--- config.mk ---
export PLATFORM = sky130hd
export DESIGN_NAME = stream_demux_flat
export DESIGN_NICKNAME = d
export VERILOG_FILES = /design/src/rtl/stream_demux_if.sv /design/src/rtl/stream_demux.sv /design/src/flat_wrapper.sv
export SDC_FILE = /design/constraint.sdc
export NUM_CORES = 1
export LEC_CHECK = 0
export CAP_MARGIN = 25
export CORE_ASPECT_RATIO = 0.9
export CORE_MARGIN = 4
export CORE_UTILIZATION = 46
export CTS_CLUSTER_SIZE = 24
export DETAILED_ROUTE_END_ITERATION = 8
export GPL_ROUTABILITY_DRIVEN = 0
export PLACE_DENSITY = 0.8
export SYNTH_ARGS = -nofsm -noshare
export SYNTH_HDL_FRONTEND = slang
export SYNTH_SLANG_ARGS = --single-unit
--- constraint.sdc ---
create_clock -name clk -period 1.7 [get_ports clk]
set_input_delay 0.255 -clock clk [delete_from_list [all_inputs] [get_ports clk]]
set_output_delay 0.255 -clock clk [all_outputs]
set_load 0.02 [all_outputs]
--- src/rtl/stream_demux_if.sv ---
// Purpose : bundles the ingress stream and the N per-channel egress streams of stream_demux.
// Ports   : in_data/in_sel/in_valid/in_ready (ingress), out_data/out_valid/out_ready (egress),
//           err (dropped-beat pulse), cnt (per-channel delivered count, only with STREAM_DEMUX_CNT_EN).
// Modports: master = producer/consumer side (testbench or surrounding logic), slave = the demux itself.
interface stream_demux_if #(
   parameter int WIDTH = 8,
   parameter int N     = 8
`ifdef STREAM_DEMUX_CNT_EN
   , parameter int CNT_W = 16
`endif
);
   localparam int SEL_W = $clog2(N);

   logic [WIDTH-1:0]   in_data;
   logic [SEL_W-1:0]   in_sel;
   logic               in_valid;
   logic               in_ready;
   logic [N*WIDTH-1:0] out_data;
   logic [N-1:0]       out_valid;
   logic [N-1:0]       out_ready;
   logic               err;
`ifdef STREAM_DEMUX_CNT_EN
   logic [N*CNT_W-1:0] cnt;

   modport master (output in_data, in_sel, in_valid, out_ready,
                   input  in_ready, out_data, out_valid, err, cnt);
   modport slave  (input  in_data, in_sel, in_valid, out_ready,
                   output in_ready, out_data, out_valid, err, cnt);
`else
   modport master (output in_data, in_sel, in_valid, out_ready,
                   input  in_ready, out_data, out_valid, err);
   modport slave  (input  in_data, in_sel, in_valid, out_ready,
                   output in_ready, out_data, out_valid, err);
`endif
endinterface

--- src/rtl/stream_demux.sv ---
// Purpose : registered 1-to-N stream demux; each beat is steered by in_sel into a one-entry slot per channel.
// Latency : 1 cycle from accept edge to out_valid/out_data of the selected channel; err is registered too.
// Backpr. : in_ready follows only the selected slot (free = empty or draining); a stalled channel blocks
//           only beats addressed to it; beats with in_sel >= N are always accepted and dropped.
// Ports   : clk, rst (sync, active high), bus (stream_demux_if.slave). The interface instance must be
//           built with the same WIDTH/N (and CNT_W) as this module.
// Option  : STREAM_DEMUX_CNT_EN adds per-channel delivered-beat counters (CNT_W bits, wrapping) on bus.cnt.
module stream_demux #(
   parameter int WIDTH = 8,
   parameter int N     = 8
`ifdef STREAM_DEMUX_CNT_EN
   , parameter int CNT_W = 16
`endif
) (
   input  logic          clk,
   input  logic          rst,
   stream_demux_if.slave bus
);
   localparam int SEL_W = $clog2(N);
   // One extra bit so the range check stays meaningful when N is a power of two.
   localparam logic [SEL_W:0] N_EXT = (SEL_W+1)'(N);

   logic [N-1:0]       valid_q;
   logic [N*WIDTH-1:0] data_q;
   logic               err_q;
   logic [N-1:0]       free;
   logic [N-1:0]       load;
   logic               sel_bad;
   logic               sel_free;

   assign free    = ~valid_q | bus.out_ready;
   assign sel_bad = {1'b0, bus.in_sel} >= N_EXT;

   // Decode in_sel by comparison rather than indexing so an out-of-range select never reads past the vectors.
   always_comb begin
      load     = '0;
      sel_free = 1'b0;
      for (int k = 0; k < N; k++) begin
         if (bus.in_sel == SEL_W'(k)) begin
            sel_free = free[k];
            load[k]  = bus.in_valid & free[k];
         end
      end
   end

   assign bus.in_ready = sel_bad | sel_free;

   always_ff @(posedge clk) begin
      if (rst) begin
         valid_q <= '0;
         data_q  <= '0;
         err_q   <= 1'b0;
      end else begin
         err_q <= bus.in_valid & sel_bad;
         for (int k = 0; k < N; k++) begin
            // A load into a draining slot wins, keeping the channel at full throughput.
            if (load[k]) begin
               valid_q[k]                <= 1'b1;
               data_q[k*WIDTH +: WIDTH]  <= bus.in_data;
            end else if (bus.out_ready[k]) begin
               valid_q[k] <= 1'b0;
            end
         end
      end
   end

   assign bus.out_valid = valid_q;
   assign bus.out_data  = data_q;
   assign bus.err       = err_q;

`ifdef STREAM_DEMUX_CNT_EN
   logic [N*CNT_W-1:0] cnt_q;

   always_ff @(posedge clk) begin
      if (rst) begin
         cnt_q <= '0;
      end else begin
         for (int k = 0; k < N; k++) begin
            if (valid_q[k] && bus.out_ready[k]) begin
               cnt_q[k*CNT_W +: CNT_W] <= cnt_q[k*CNT_W +: CNT_W] + CNT_W'(1);
            end
         end
      end
   end

   assign bus.cnt = cnt_q;
`endif
endmodule

--- src/flat_wrapper.sv ---
// flat-port wrapper written by rule: the top's interface ports become plain ports
module stream_demux_flat 
#(
   parameter int WIDTH = 8,
   parameter int N     = 8

)
  (clk, rst, bus_in_data, bus_in_sel, bus_in_valid, bus_out_ready, bus_in_ready, bus_out_data, bus_out_valid, bus_err);
  stream_demux_if #(.WIDTH(WIDTH), .N(N)) bus_i ();
  input  logic clk;
  input  logic rst;
  input wire logic [$bits(bus_i.in_data)-1:0] bus_in_data;
  input wire logic [$bits(bus_i.in_sel)-1:0] bus_in_sel;
  input wire logic [$bits(bus_i.in_valid)-1:0] bus_in_valid;
  input wire logic [$bits(bus_i.out_ready)-1:0] bus_out_ready;
  output wire logic [$bits(bus_i.in_ready)-1:0] bus_in_ready;
  output wire logic [$bits(bus_i.out_data)-1:0] bus_out_data;
  output wire logic [$bits(bus_i.out_valid)-1:0] bus_out_valid;
  output wire logic [$bits(bus_i.err)-1:0] bus_err;
  assign bus_i.in_data = bus_in_data;
  assign bus_i.in_sel = bus_in_sel;
  assign bus_i.in_valid = bus_in_valid;
  assign bus_i.out_ready = bus_out_ready;
  assign bus_in_ready = bus_i.in_ready;
  assign bus_out_data = bus_i.out_data;
  assign bus_out_valid = bus_i.out_valid;
  assign bus_err = bus_i.err;
  stream_demux #(.WIDTH(WIDTH), .N(N)) u_core (.clk(clk), .rst(rst), .bus(bus_i));
endmodule
-- Word-level counts from Yosys, hierarchy flattened
Cells that the tools add are included.
- register bits: 72
- latch bits: 0
- memory bits (writable): 0
- memory bits (read-only): 0
- input port bits: 22
- output and inout bits: 74
- logic and storage cells: 74
- memories: 0
- add/subtract/negate cells: 0
- multiply operators: 0
- divide/modulo/power cells: 0
- order comparisons: 0
- equality and inequality tests: 7
- shifts and indexed selects: 0
- mux-type cells: 32
- bitwise logic cells: 10
- reductions and logical operators: 9
- operators with widths (operator ; count):
    $mux W1 ; 32
    $reduce_bool A2 Y1 ; 8
    $eq A3 B3 Y1 const B ; 4
    $and A1 B1 Y1 ; 8
    $not A8 Y8 ; 1
    $or A8 B8 Y8 ; 1
    $eq A3 B2 Y1 const B ; 2
    $eq A3 B1 Y1 const B ; 1
    $logic_not A3 Y1 ; 1

-- Longest topological paths before layout
Gate-level depths: netlist (run 1).
- depth after elaboration: 10
- depth in mapped cells: 5
- depth with buffers taken out: 3

-- Worst setup path after synthesis (run 1)
OpenSTA, ideal clock, no wires.
- kind: register to output
- from: register u_core.valid_q[7] (netlist: u_core.bus.out_valid[7])
- to: output port bus_in_ready
- arrival: 1418 ps
- data required time: 1445 ps
- path slack: 27 ps
- cell stages (with the launch flop): 4
- path buffers: 0
- cell sequence: dfxtp_1 -> nor2b_1 -> mux4_2 -> mux2i_1
- longest elaborated chain between the ends: 3
- RTL lines (what ; RTL line ; source):
    start, declared ; stream_demux.sv:23 ; logic [N-1:0] valid_q;
    start signal, assigned ; stream_demux.sv:50 ; valid_q <= '0;
    start signal, assigned by index ; stream_demux.sv:58 ; valid_q[k] <= 1'b1;
    start signal, assigned by index ; stream_demux.sv:61 ; valid_q[k] <= 1'b0;
    $not A8 Y8 ; stream_demux.sv:31 ; assign free = ~valid_q | bus.out_ready;
    $or A8 B8 Y8 ; stream_demux.sv:31 ;
    $mux W1 ; stream_demux.sv:39 ; if (bus.in_sel == SEL_W'(k)) begin
    end, declared ; flat_wrapper.sv:16 ; output wire logic [$bits(bus_i.in_ready)-1:0] bus_in_ready;
Every way passes these cells.

-- Worst setup path in the final report (run 1)
- from: input port bus_out_ready[6]
- to: output port bus_in_ready
- longest elaborated chain between the ends: 3
- RTL lines (what ; RTL line ; source):
    start, declared ; flat_wrapper.sv:15 ; input wire logic [$bits(bus_i.out_ready)-1:0] bus_out_ready;
    $or A8 B8 Y8 ; stream_demux.sv:31 ;
    $mux W1 (2 in series) ; stream_demux.sv:39 ;
Every way passes these cells.

==> key figures, run 1 <==
Setup path
  – CP Class: input port to output pin
  – Critical path arrival: between 1.5 and 2 ns
  – Startpoint types: input port
  – CP Data Required Time: ~1.4 ns
  – Crit path max fanout: 2
  – Crit end category: output pin

Clocking
  – Worst skew pair latency: about 0.34 ns
  – Htree depth: 3
  – Total CTS buffers: 9
  – Root buffer cell: clkbuf_8
  – Clock Sinks: a little over 70
  – Max Root-Sink Buffers: 2
  – Clock transition at the registers of the reported paths: 0.07 ns
  – Hold-fix buffers, CTS: 0
  – CTS tree: yes
  – Postcts setup bufs: 0

Logic synthesis
  – Yosys top cell area share: ~49%
  – Syn Nets: 370
  – Netlist cell types: 25
  – Synth Register Bits: slightly above 70
  – Syn avg cell area: roughly 8.5 um^2
  – Netlist Area Pre-Place: 2970 um^2
  – Post-synth EDFFs: 0
  – Yosys top cell by area: dfxtp_1
  – FFs w/ async S/R, synth: 0%
  – Syn. warnings: 0
  – Main synth FF type: dfxtp_1
  – Seq/Total Area, Yosys: between 40% and 50%
  – Synth area leaders: dfxtp_1 49%, a21oi_1 12%, nand3_1 11%
  – Synth Instances: ~350

Detailed routing
  – Routed WL: between 8000 and 9000 um
  – DR WL met2: approximately 4100 um
  – TritonRoute pass-1 iters: 5
  – Met3 WL post-DR: roughly 790 um
  – DRT met1 WL: 3970 um
  – DR top layer: met4
  – Vias/cell: around 5.6
  – DR WL/cell: 16.7 um
  – Routed via count: just over 3000
  – ANT nets after route: 0
  – Iteration-0 DRC Markers: 278
  – DRC: 0

STA
  – Final setup margin: -0.147 ns
  – Worst slew margin: roughly 64%
  – Final setup skew: 0.00379 ns
  – Period utilization: 109%
  – Hold WS: 0.391 ns
  – TNS Setup: -0.147 ns
  – Peak Freq: approximately 540 MHz
  – RSZ-0062 raised after global routing: true
  – Actual slew at the worst max-slew pin: 0.544 ns
  – Final hold violation count: 0
  – Final Slew Violations: 0
  – Tmin final: roughly 1.8 ns
  – Endpoints failing setup: 1

Layout
  – Antenna cells: 0
  – Final Non-Filler Cells: between 500 and 600
  – Commonest non-fill, non-tap cell in the layout: clkdlybuf4s50_1
  – Fraction of layout cells with a size suffix above 1: between 10 and 15%
  – Commonest cells after routing, fill and taps aside: 85 x clkdlybuf4s50_1, 72 x a21oi_1, 68 x dfxtp_1, 64 x nand3_1, 53 x o21ai_0
  – Area Growth Syn to Fin: 45.3%
  – Post-layout net count: ~470

Floorplanning
  – Die area: around 7800 um^2
  – Initial Util: 48.0%
  – Die W: between 90 and 100 um
  – Die Y: ~84 um
  – Top Ports: between 90 and 100
  – Site row count: 27
  – Core Region: around 6200 um^2

GRT
  – Grt total ovfl: 0
  – Largest net degree at the start of global routing: 73
  – Total Routing Usage GR: around a quarter
  – Number of global-route vias before repair: 2911
  – Initial antenna violation count: 0
  – First-pass GRT wire length: roughly 15000 um

Power
  – Worst vdd ir: roughly 0.67 mV
  – Power Density: roughly 820 nW/um^2
  – Switching part of the total: 23.8%
  – Leak Pwr: between 1 and 1.5 nW
  – Internal power: ~0.0027 W
  – Seq pwr share: between 40 and 50%
  – Comb pwr share: 11.2%
  – NetSw: ~0.00084 W
  – Clk network pwr share: 39.4%

Placement
  – Placed Cells: 522
  – Pre-CTS setup slack: -0.724 ns
  – Port bufs: 94
  – HPWL after DPL: between 5000 and 6000 um

Hold path
  – Min-Delay Path Class: input port to flip-flop

Outcome
  – Violated checks: setup timing
  – Status: finished with violations

Run
  – Max-capacitance violation count: 0
==> synth_stat cells, types with 3 or more instances <==
cell / number
nand2b_1: 8
nand4bb_1: 3
buf_4: 7
clkbuf_1: 21
nor2b_1: 8
buf_1: 6
dfxtp_1: 72
and4b_1: 3
a21oi_1: 72
o21ai_1: 10
nand4b_1: 3
buf_2: 5
nand3_1: 64
o21ai_0: 53
==> final timing paths <==
check | end | cells past startpoint | slack (ns) | from
hold reg to reg | u_core.bus.out_data[39] | 2 | 0.48 | u_core.bus.out_data[39]
setup reg to reg | u_core.bus.out_data[17] | 4 | 0.61 | u_core.bus.out_valid[2]
hold / removal | u_core.bus.out_data[39] | 3 | 0.39 | rst
setup / recovery | bus_in_ready | 5 | -0.15 | bus_out_ready[6]
==> power groups by stage <==
stage	Combinational (W)	Sequential (W)	Clock (W)
2_1_floorplan	0.000155	0.00182	0
6_report	0.000393	0.00174	0.00139
3_3_place_gp	0.000383	0.00178	0
4_1_cts	0.000392	0.00174	0.00141
5_1_grt	0.000418	0.00174	0.00149
3_5_place_dp	0.000390	0.00178	0
==> layout make-up <==
| cell class | instances | area [um^2] |
|---|---|---|
| well taps | 87 | 109 |
| multi-input cells | 236 | 1370 |
| clock buffers | 12 | 165 |
| clock inverters | 3 | 40.0 |
| fillers | 505 | 1870 |
| repair buffers | 127 | 1180 |
| flip-flops and latches | 72 | 1450 |
==> metrics by stage <==
step / total power [W] / area (um^2) / util, %
final: 0.00352 / 4310 / 69.8
after floorplan: 0.00198 / 2970 / -
after global routing: 0.00365 / 4310 / 69.8
after detailed placement: 0.00217 / 4080 / 66.1
after CTS: 0.00354 / 4310 / 69.8
after global placement: 0.00216 / 4080 / 66.1
==> cell families (layout without fill, tap and decap cells) <==
family / after synthesis / after routing / share of synthesized area, %
muxes: 3 / 3 / 1.85
and+or+nand+nor: 96 / 96 / 20.0
DFF: 72 / 72 / 48.5
buffers and inverters: 40 / 142 / 6.41
AOI/OAI and AO/OA: 136 / 136 / 23.1
other: 1 / 1 / 0.126
==> registers in the layout (all words and copies together), names as in the netlist <==
signal,flops
u_core.bus.out_data,64
u_core.bus.out_valid,8
==> worst max-delay path, cell delays in order <==
cell             delay (ns)
clkdlybuf4s50_1        0.48
nor2b_1                0.07
mux4_2                 0.45
mux2i_1                0.16
buf_4                  0.17
==> timing repair <==
| action | 4_1_cts | 5_1_grt |
|---|---|---|
| endpoints found under the setup margin | 1 | 1 |
| pin swaps | 0 | 0 |
| gates resized for setup | 24 | 0 |
| hold endpoints to repair | 0 | 0 |
==> per-layer routing <==
layer	track usage, %	vias up
li1	-	1452
met1	32.7	1422
met2	34.3	135
met3	7.44	18
met4	7.32	0
met5	0	-
Note: power is estimated with default switching activity, not from simulation.
==> run 2, diff against run 1 <==
Settings changed: CORE_UTILIZATION 46 to 47, CTS_BUF_LIST from default to sky130_fd_sc_hd__clkbuf_4 sky130_fd_sc_hd__clkbuf_8, PLACE_DENSITY 0.8 to default, PLACE_DENSITY_LB_ADDON from default to 0.25.
==> run 2 against run 1 <==
The run still ends with setup timing left. Largest cell class unchanged. Critical path type is now flip-flop to output pin. Clock skew rose by 0.0058 ns. Count of clock-buffer cells in the layout fell by 2. Hold slack improved by 0.019 ns.
==> key figures, run 2 (same netlist as run 1, synthesis figures left out) <==
GRT
  – Initial antenna violation count: 0 (unchanged)
  – First-pass GRT wire length: 13900 um (-4.1%)
  – Largest net degree at the start of global routing: 73 (unchanged)
  – Grt total ovfl: 0 (unchanged)
  – Number of global-route vias before repair: 2764 (-5.0%)
  – Total Routing Usage GR: 22.8% (-0.54 points)

Clocking
  – Worst skew pair latency: 0.34 ns (about the same)
  – Max Root-Sink Buffers: 2 (unchanged)
  – Clock transition at the registers of the reported paths: 0.07 ns (about the same)
  – Htree depth: 3 (unchanged)
  – Hold-fix buffers, CTS: 0 (unchanged)
  – Root buffer cell: clkbuf_8
  – Clock Sinks: 72 (unchanged)
  – Total CTS buffers: 9 (unchanged)
  – CTS tree: yes

Detailed routing
  – TritonRoute pass-1 iters: 6 (+1)
  – Routed via count: 3028 (+0.033%)
  – DR WL/cell: 16.3 um (-2.7%)
  – ANT nets after route: 0 (unchanged)
  – Iteration-0 DRC Markers: 191 (-31%)
  – Routed WL: 8820 um (-1.8%)
  – DRC: 0 (unchanged)
  – Vias/cell: 5.59 (-0.89%)

Setup path
  – FF-to-FF setup slack: 0.57 ns (-0.04 ns)
  – CP Class: flip-flop to output pin
  – Critical Path, Cell by Cell: nor2b_4, mux4_2, mux2i_1, buf_4
  – Worst r2r src: u_core.bus.out_valid[6]
  – Slowest cell on crit path: mux4_2
  – Reg2reg end: u_core.bus.out_data[54]
  – Crit path max fanout: 2 (unchanged)
  – Startpoint types: flip-flop
  – Critical path arrival: 1.56 ns (-0.03 ns)
  – Worst Path Buf+Inv: 1 (-1)
  – CP peak stage delay: 0.47 ns (about the same)
  – Crit end category: output pin
  – CP Data Required Time: 1.44 ns (about the same)
  – R2R depth: 5 (+1)
  – Worst path top cell family by delay: multiplexers

Placement
  – Pre-CTS setup slack: -0.729 ns (-0.00468 ns)
  – HPWL after DPL: 5840 um (-1.1%)
  – Port bufs: 94 (unchanged)
  – Placed Cells: 524 (+0.38%)

Floorplanning
  – Die Y: 83.4 um (-0.97%)
  – Initial Util: 48.6% (+0.53 points)
  – Site row count: 27 (unchanged)
  – Die W: 91.8 um (-0.98%)
  – Die area: 7650 um^2 (-1.9%)
  – Core Region: 6110 um^2 (-1.1%)
  – Top Ports: 96 (unchanged)

STA
  – Final hold violation count: 0 (unchanged)
  – Worst slew margin: 64.2% (+0.59 points)
  – Endpoints failing setup: 1 (unchanged)
  – Final setup margin: -0.118 ns (+0.0288 ns)
  – Final Slew Violations: 0 (unchanged)
  – Final setup skew: 0.00955 ns (+0.00576 ns)
  – Peak Freq: 550 MHz (+1.6%)
  – Period utilization: 107% (-1.7 points)
  – Hold WS: 0.410 ns (+0.0186 ns)
  – RSZ-0062 raised after global routing: true
  – Actual slew at the worst max-slew pin: 0.536 ns (-0.00879 ns)
  – Tmin final: 1.82 ns (-0.0288 ns)

Hold path
  – Min-delay src: rst
  – Hold path endpoint: u_core.bus.out_data[56]
  – Hold Path Depth: 3 (unchanged)
  – Min-Delay Path Class: input port to flip-flop

Power
  – Final total power: 0.00376 W (+6.7%)
  – NetSw: 0.000870 W (+3.6%)
  – Comb pwr share: 10.6% (-0.6 points)
  – Internal power: 0.00289 W (+7.7%)
  – Switching part of the total: 23.2% (-0.69 points)
  – Leak Pwr: 1.51 nW (+3.1%)
  – Clk network pwr share: 43.0% (+3.6 points)
  – Power Density: 851 nW/um^2 (+4.3%)
  – Worst vdd ir: 0.513 mV (-23%)
  – Seq pwr share: 46.4% (-3.1 points)

Layout
  – Fraction of layout cells with a size suffix above 1: 16.9% (+2.7 points)
  – Antenna cells: 0 (unchanged)
  – Register area: 1450 um^2 (+0.35%)
  – Post-layout net count: 472 (+0.85%)
  – Area Growth Syn to Fin: 48.6%
  – Commonest non-fill, non-tap cell in the layout: clkdlybuf4s50_1
  – Area occupied by multi-input gates: 1400 um^2 (+2.2%)
  – Final Non-Filler Cells: 542 (+0.93%)
  – Largest register FFs: 64 (unchanged)
  – Final core utilization: 72.2% (+2.4 points)
  – Commonest cells after routing, fill and taps aside: 83 x clkdlybuf4s50_1, 72 x a21oi_1, 64 x nand3_1, 64 x dfxtp_1, 53 x o21ai_0
  – Fill count: 497 (-1.6%)

Run
  – Max-capacitance violation count: 0 (unchanged)

Outcome
  – Status: finished with violations
  – Violated checks: setup timing
==> run 2: layout make-up <==
type | instances | share of cell area (%)
timing repair buffer | 131 | 27.6
clock inverter | 6 | 2.44
multi-input combinational | 236 | 31.7
tap | 87 | 2.47
sequential | 72 | 32.9
clock buffer | 10 | 2.98
==> run 2: stage by stage <==
| stage | instance area [um^2] | setup TNS, ns |
|---|---|---|
| after floorplan | 2970 | 0 |
| after global placement | 4100 | -4.63 |
| after detailed placement | 4100 | -6.07 |
| after CTS | 4390 | -0.134 |
| after global routing | 4410 | -0.167 |
| final | 4410 | -0.118 |
==> run 2: worst register-to-register path, delay by kind of cell, from the launching register on <==
family / cells / cell delay (ns)
AOI/OAI and AO/OA: 2 / 0.29
buffers and inverters: 2 / 0.27
DFF: 1 / 0.32
and+or+nand+nor: 1 / 0.12
==> run 2: how the worst max path moves through the flow <==
stage	endpoint	depth (start not counted)	startpoint
final	bus_in_ready	4	u_core.bus.out_valid[5]
after global routing	bus_in_ready	4	u_core.bus.out_valid[2]
after CTS	bus_in_ready	4	u_core.bus.out_valid[5]
after detailed placement	bus_in_ready	4	bus_in_sel[0]
after global placement	bus_in_ready	4	bus_in_sel[0]
after floorplan	bus_in_ready	3	u_core.bus.out_valid[7]
==> run 2: power by group through the flow <==
stage	clock network, W	registers, W	logic (W)
after floorplan	0	0.00182	0.000155
after global placement	0	0.00178	0.000387
after detailed placement	0	0.00178	0.000392
after CTS	0.00164	0.00174	0.000395
after global routing	0.00170	0.00175	0.000424
final	0.00161	0.00174	0.000400
==> run 2: routing by layer <==
layer	up-vias	track usage [%]	part of all wire, %	wire length, um
li1	1462	-	-	-
met1	1427	31.5	45	3960
met2	126	34.2	46	4060
met3	13	5.16	7.4	654
met4	0	9.72	1.6	140
met5	-	0	0	0
==> run 2: repair_timing <==
action / CTS / global route
endpoints found under the setup margin: 1 / 1
buffers inserted: 0 / 2
resized for setup: 33 / 5
hold endpoints to repair: 0 / 0
==> run 3, diff against run 2 <==
Settings changed: MAX_ROUTING_LAYER from default to met4.
==> run 3 against run 2 <==
The run still ends with setup timing left. Clock skew fell by 0.0017 ns. Clock power barely moved. Sequential share of layout area did not move. Wire length rose by 0.36%. Power rose by 0.17%. Cell area did not move. Flip-flop and latch count did not move. Final cell count did not move. Sequential power barely moved. Global-route usage rose by 0.68 points. Utilization did not move. First-iteration DRC count rose by 13%. Critical endpoint unchanged.
==> key figures, run 3 (same netlist as run 1, synthesis figures left out) <==
Setup path
  – CP Data Required Time: 1.44 ns (about the same)
  – FF-to-FF setup slack: 0.57 ns (about the same)
  – Reg2reg end: u_core.bus.out_data[54]
  – R2R depth: 5 (unchanged)
  – Crit end category: output pin
  – Worst r2r src: u_core.bus.out_valid[6]
  – Crit path max fanout: 2 (unchanged)
  – Critical path arrival: 1.57 ns (about the same)
  – CP Class: flip-flop to output pin
  – Startpoint types: flip-flop

STA
  – Actual slew at the worst max-slew pin: 0.556 ns (+0.0202 ns)
  – Peak Freq: 549 MHz (-0.11%)
  – RSZ-0062 raised after global routing: true
  – Final setup margin: -0.120 ns (-0.00202 ns)
  – Final hold violation count: 0 (unchanged)
  – Worst slew margin: 62.8% (-1.4 points)
  – Endpoints failing setup: 1 (unchanged)
  – TNS Setup: -0.120 ns (-0.00202 ns)
  – Final Slew Violations: 0 (unchanged)
  – Period utilization: 107% (+0.12 points)
  – Final setup skew: 0.00787 ns (-0.00168 ns)
  – Tmin final: 1.82 ns (+0.00202 ns)

Detailed routing
  – DRT met1 WL: 3940 um (-0.45%)
  – DRC: 0 (unchanged)
  – TritonRoute pass-1 iters: 5 (-1)
  – Met3 WL post-DR: 676 um (+3.4%)
  – Routed via count: 3039 (+0.36%)
  – DR top layer: met4
  – ANT nets after route: 0 (unchanged)
  – Routed WL: 8850 um (+0.36%)
  – DR WL met2: 4050 um (-0.37%)
  – Vias/cell: 5.61 (+0.36%)
  – Iteration-0 DRC Markers: 215 (+13%)
  – DR WL/cell: 16.3 um (+0.36%)

Hold path
  – Hold path endpoint: u_core.bus.out_data[33]
  – Hold Path Depth: 3 (unchanged)
  – Min-Delay Path Class: input port to flip-flop
  – Min-delay src: rst

GRT
  – Number of global-route vias before repair: 2758 (-0.22%)
  – First-pass GRT wire length: 13900 um (+0.20%)
  – Largest net degree at the start of global routing: 73 (unchanged)
  – Initial antenna violation count: 0 (unchanged)
  – Total Routing Usage GR: 23.5% (+0.68 points)
  – Grt total ovfl: 0 (unchanged)

Placement
  – Placed Cells: 524 (unchanged)
  – HPWL after DPL: 5840 um (unchanged)
  – Pre-CTS setup slack: -0.729 ns (unchanged)
  – Port bufs: 94 (unchanged)

Floorplanning
  – Die Y: 83.4 um (unchanged)
  – Core Region: 6110 um^2 (unchanged)
  – Top Ports: 96 (unchanged)
  – Site row count: 27 (unchanged)
  – Initial Util: 48.6% (unchanged)
  – Die W: 91.8 um (unchanged)
  – Die area: 7650 um^2 (unchanged)

Power
  – Power Density: 853 nW/um^2 (+0.17%)
  – Worst vdd ir: 0.513 mV (about the same)
  – Leak Pwr: 1.51 nW (unchanged)

Clocking
  – Total CTS buffers: 9 (unchanged)
  – CTS tree: yes
  – Clock transition at the registers of the reported paths: 0.07 ns (about the same)
  – Worst skew pair latency: 0.35 ns (about the same)
  – Htree depth: 3 (unchanged)
  – Hold-fix buffers, CTS: 0 (unchanged)
  – Max Root-Sink Buffers: 2 (unchanged)
  – Root buffer cell: clkbuf_8
  – Clock Sinks: 72 (unchanged)

Layout
  – Commonest non-fill, non-tap cell in the layout: clkdlybuf4s50_1
  – Post-layout net count: 472 (unchanged)
  – Antenna cells: 0 (unchanged)
  – Commonest cells after routing, fill and taps aside: 83 x clkdlybuf4s50_1, 72 x a21oi_1, 64 x nand3_1, 64 x dfxtp_1, 53 x o21ai_0
  – Fraction of layout cells with a size suffix above 1: 16.9% (unchanged)
  – Final Non-Filler Cells: 542 (unchanged)
  – Area Growth Syn to Fin: 48.6% (unchanged)
  – Largest register FFs: 64 (unchanged)

Outcome
  – Status: finished with violations
  – Violated checks: setup timing

Run
  – Max-capacitance violation count: 0 (unchanged)
[run 3: cell counts in the layout (fill, tap and decap cells not counted)]
No cell type changed its count.
[run 3: area by class of cell]
cell class / instances / area [um^2]
clock buffer: 10 / 131
tap: 87 / 109
fill: 497 / 1700
sequential: 72 / 1450
timing repair buffer: 131 / 1220
multi-input combinational: 236 / 1400
clock inverter: 6 / 108
[run 3: layer usage]
metal  track usage [%]  vias up
met5                 -        -
met4              9.72        0
met3              4.17       15
met2              34.2      136
met1              32.2     1426
li1                  -     1462
[run 3: worst max path at each step]
stage	start	end	slack [ns]	depth (start not counted)
6_report	u_core.bus.out_valid[5]	bus_in_ready	-0.12	4
5_1_grt	u_core.bus.out_valid[2]	bus_in_ready	-0.17	4
4_1_cts	u_core.bus.out_valid[5]	bus_in_ready	-0.13	4
3_5_place_dp	bus_in_sel[0]	bus_in_ready	-0.73	4
3_3_place_gp	bus_in_sel[0]	bus_in_ready	-0.71	4
2_1_floorplan	u_core.bus.out_valid[7]	bus_in_ready	0.03	3
[run 3: what timing repair did]
item | in CTS | in global routing
setup buffers | 0 | 2
setup endpoints to repair | 1 | 1
resized for setup | 33 | 5
[run 3: power breakdown]
part	switching (W)	leakage [nW]	total, W	internal, W
Sequential	0.0000190	0.587	0.00174	0.00172
Clock	0.000635	0.120	0.00162	0.000986
Combinational	0.000222	0.803	0.000400	0.000177
Total	0.000876	1.51	0.00376	0.00289
[run 3: per-stage QoR]
step / power [W] / utilization [%] / hold WS, ns / cell area [um^2]
3_3_place_gp: 0.00216 / 67.0 / 0.462 / 4100
6_report: 0.00376 / 72.2 / 0.404 / 4410
2_1_floorplan: 0.00198 / - / 0.541 / 2970
4_1_cts: 0.00378 / 71.7 / 0.387 / 4390
3_5_place_dp: 0.00217 / 67.0 / 0.466 / 4100
5_1_grt: 0.00387 / 72.2 / 0.404 / 4410
[run 3: worst max-delay path, stage by stage, from the launching register on]
cell     delay (ns)
dfxtp_2        0.32
nor2b_4        0.13
mux4_2         0.47
mux2i_1        0.14
buf_4          0.17
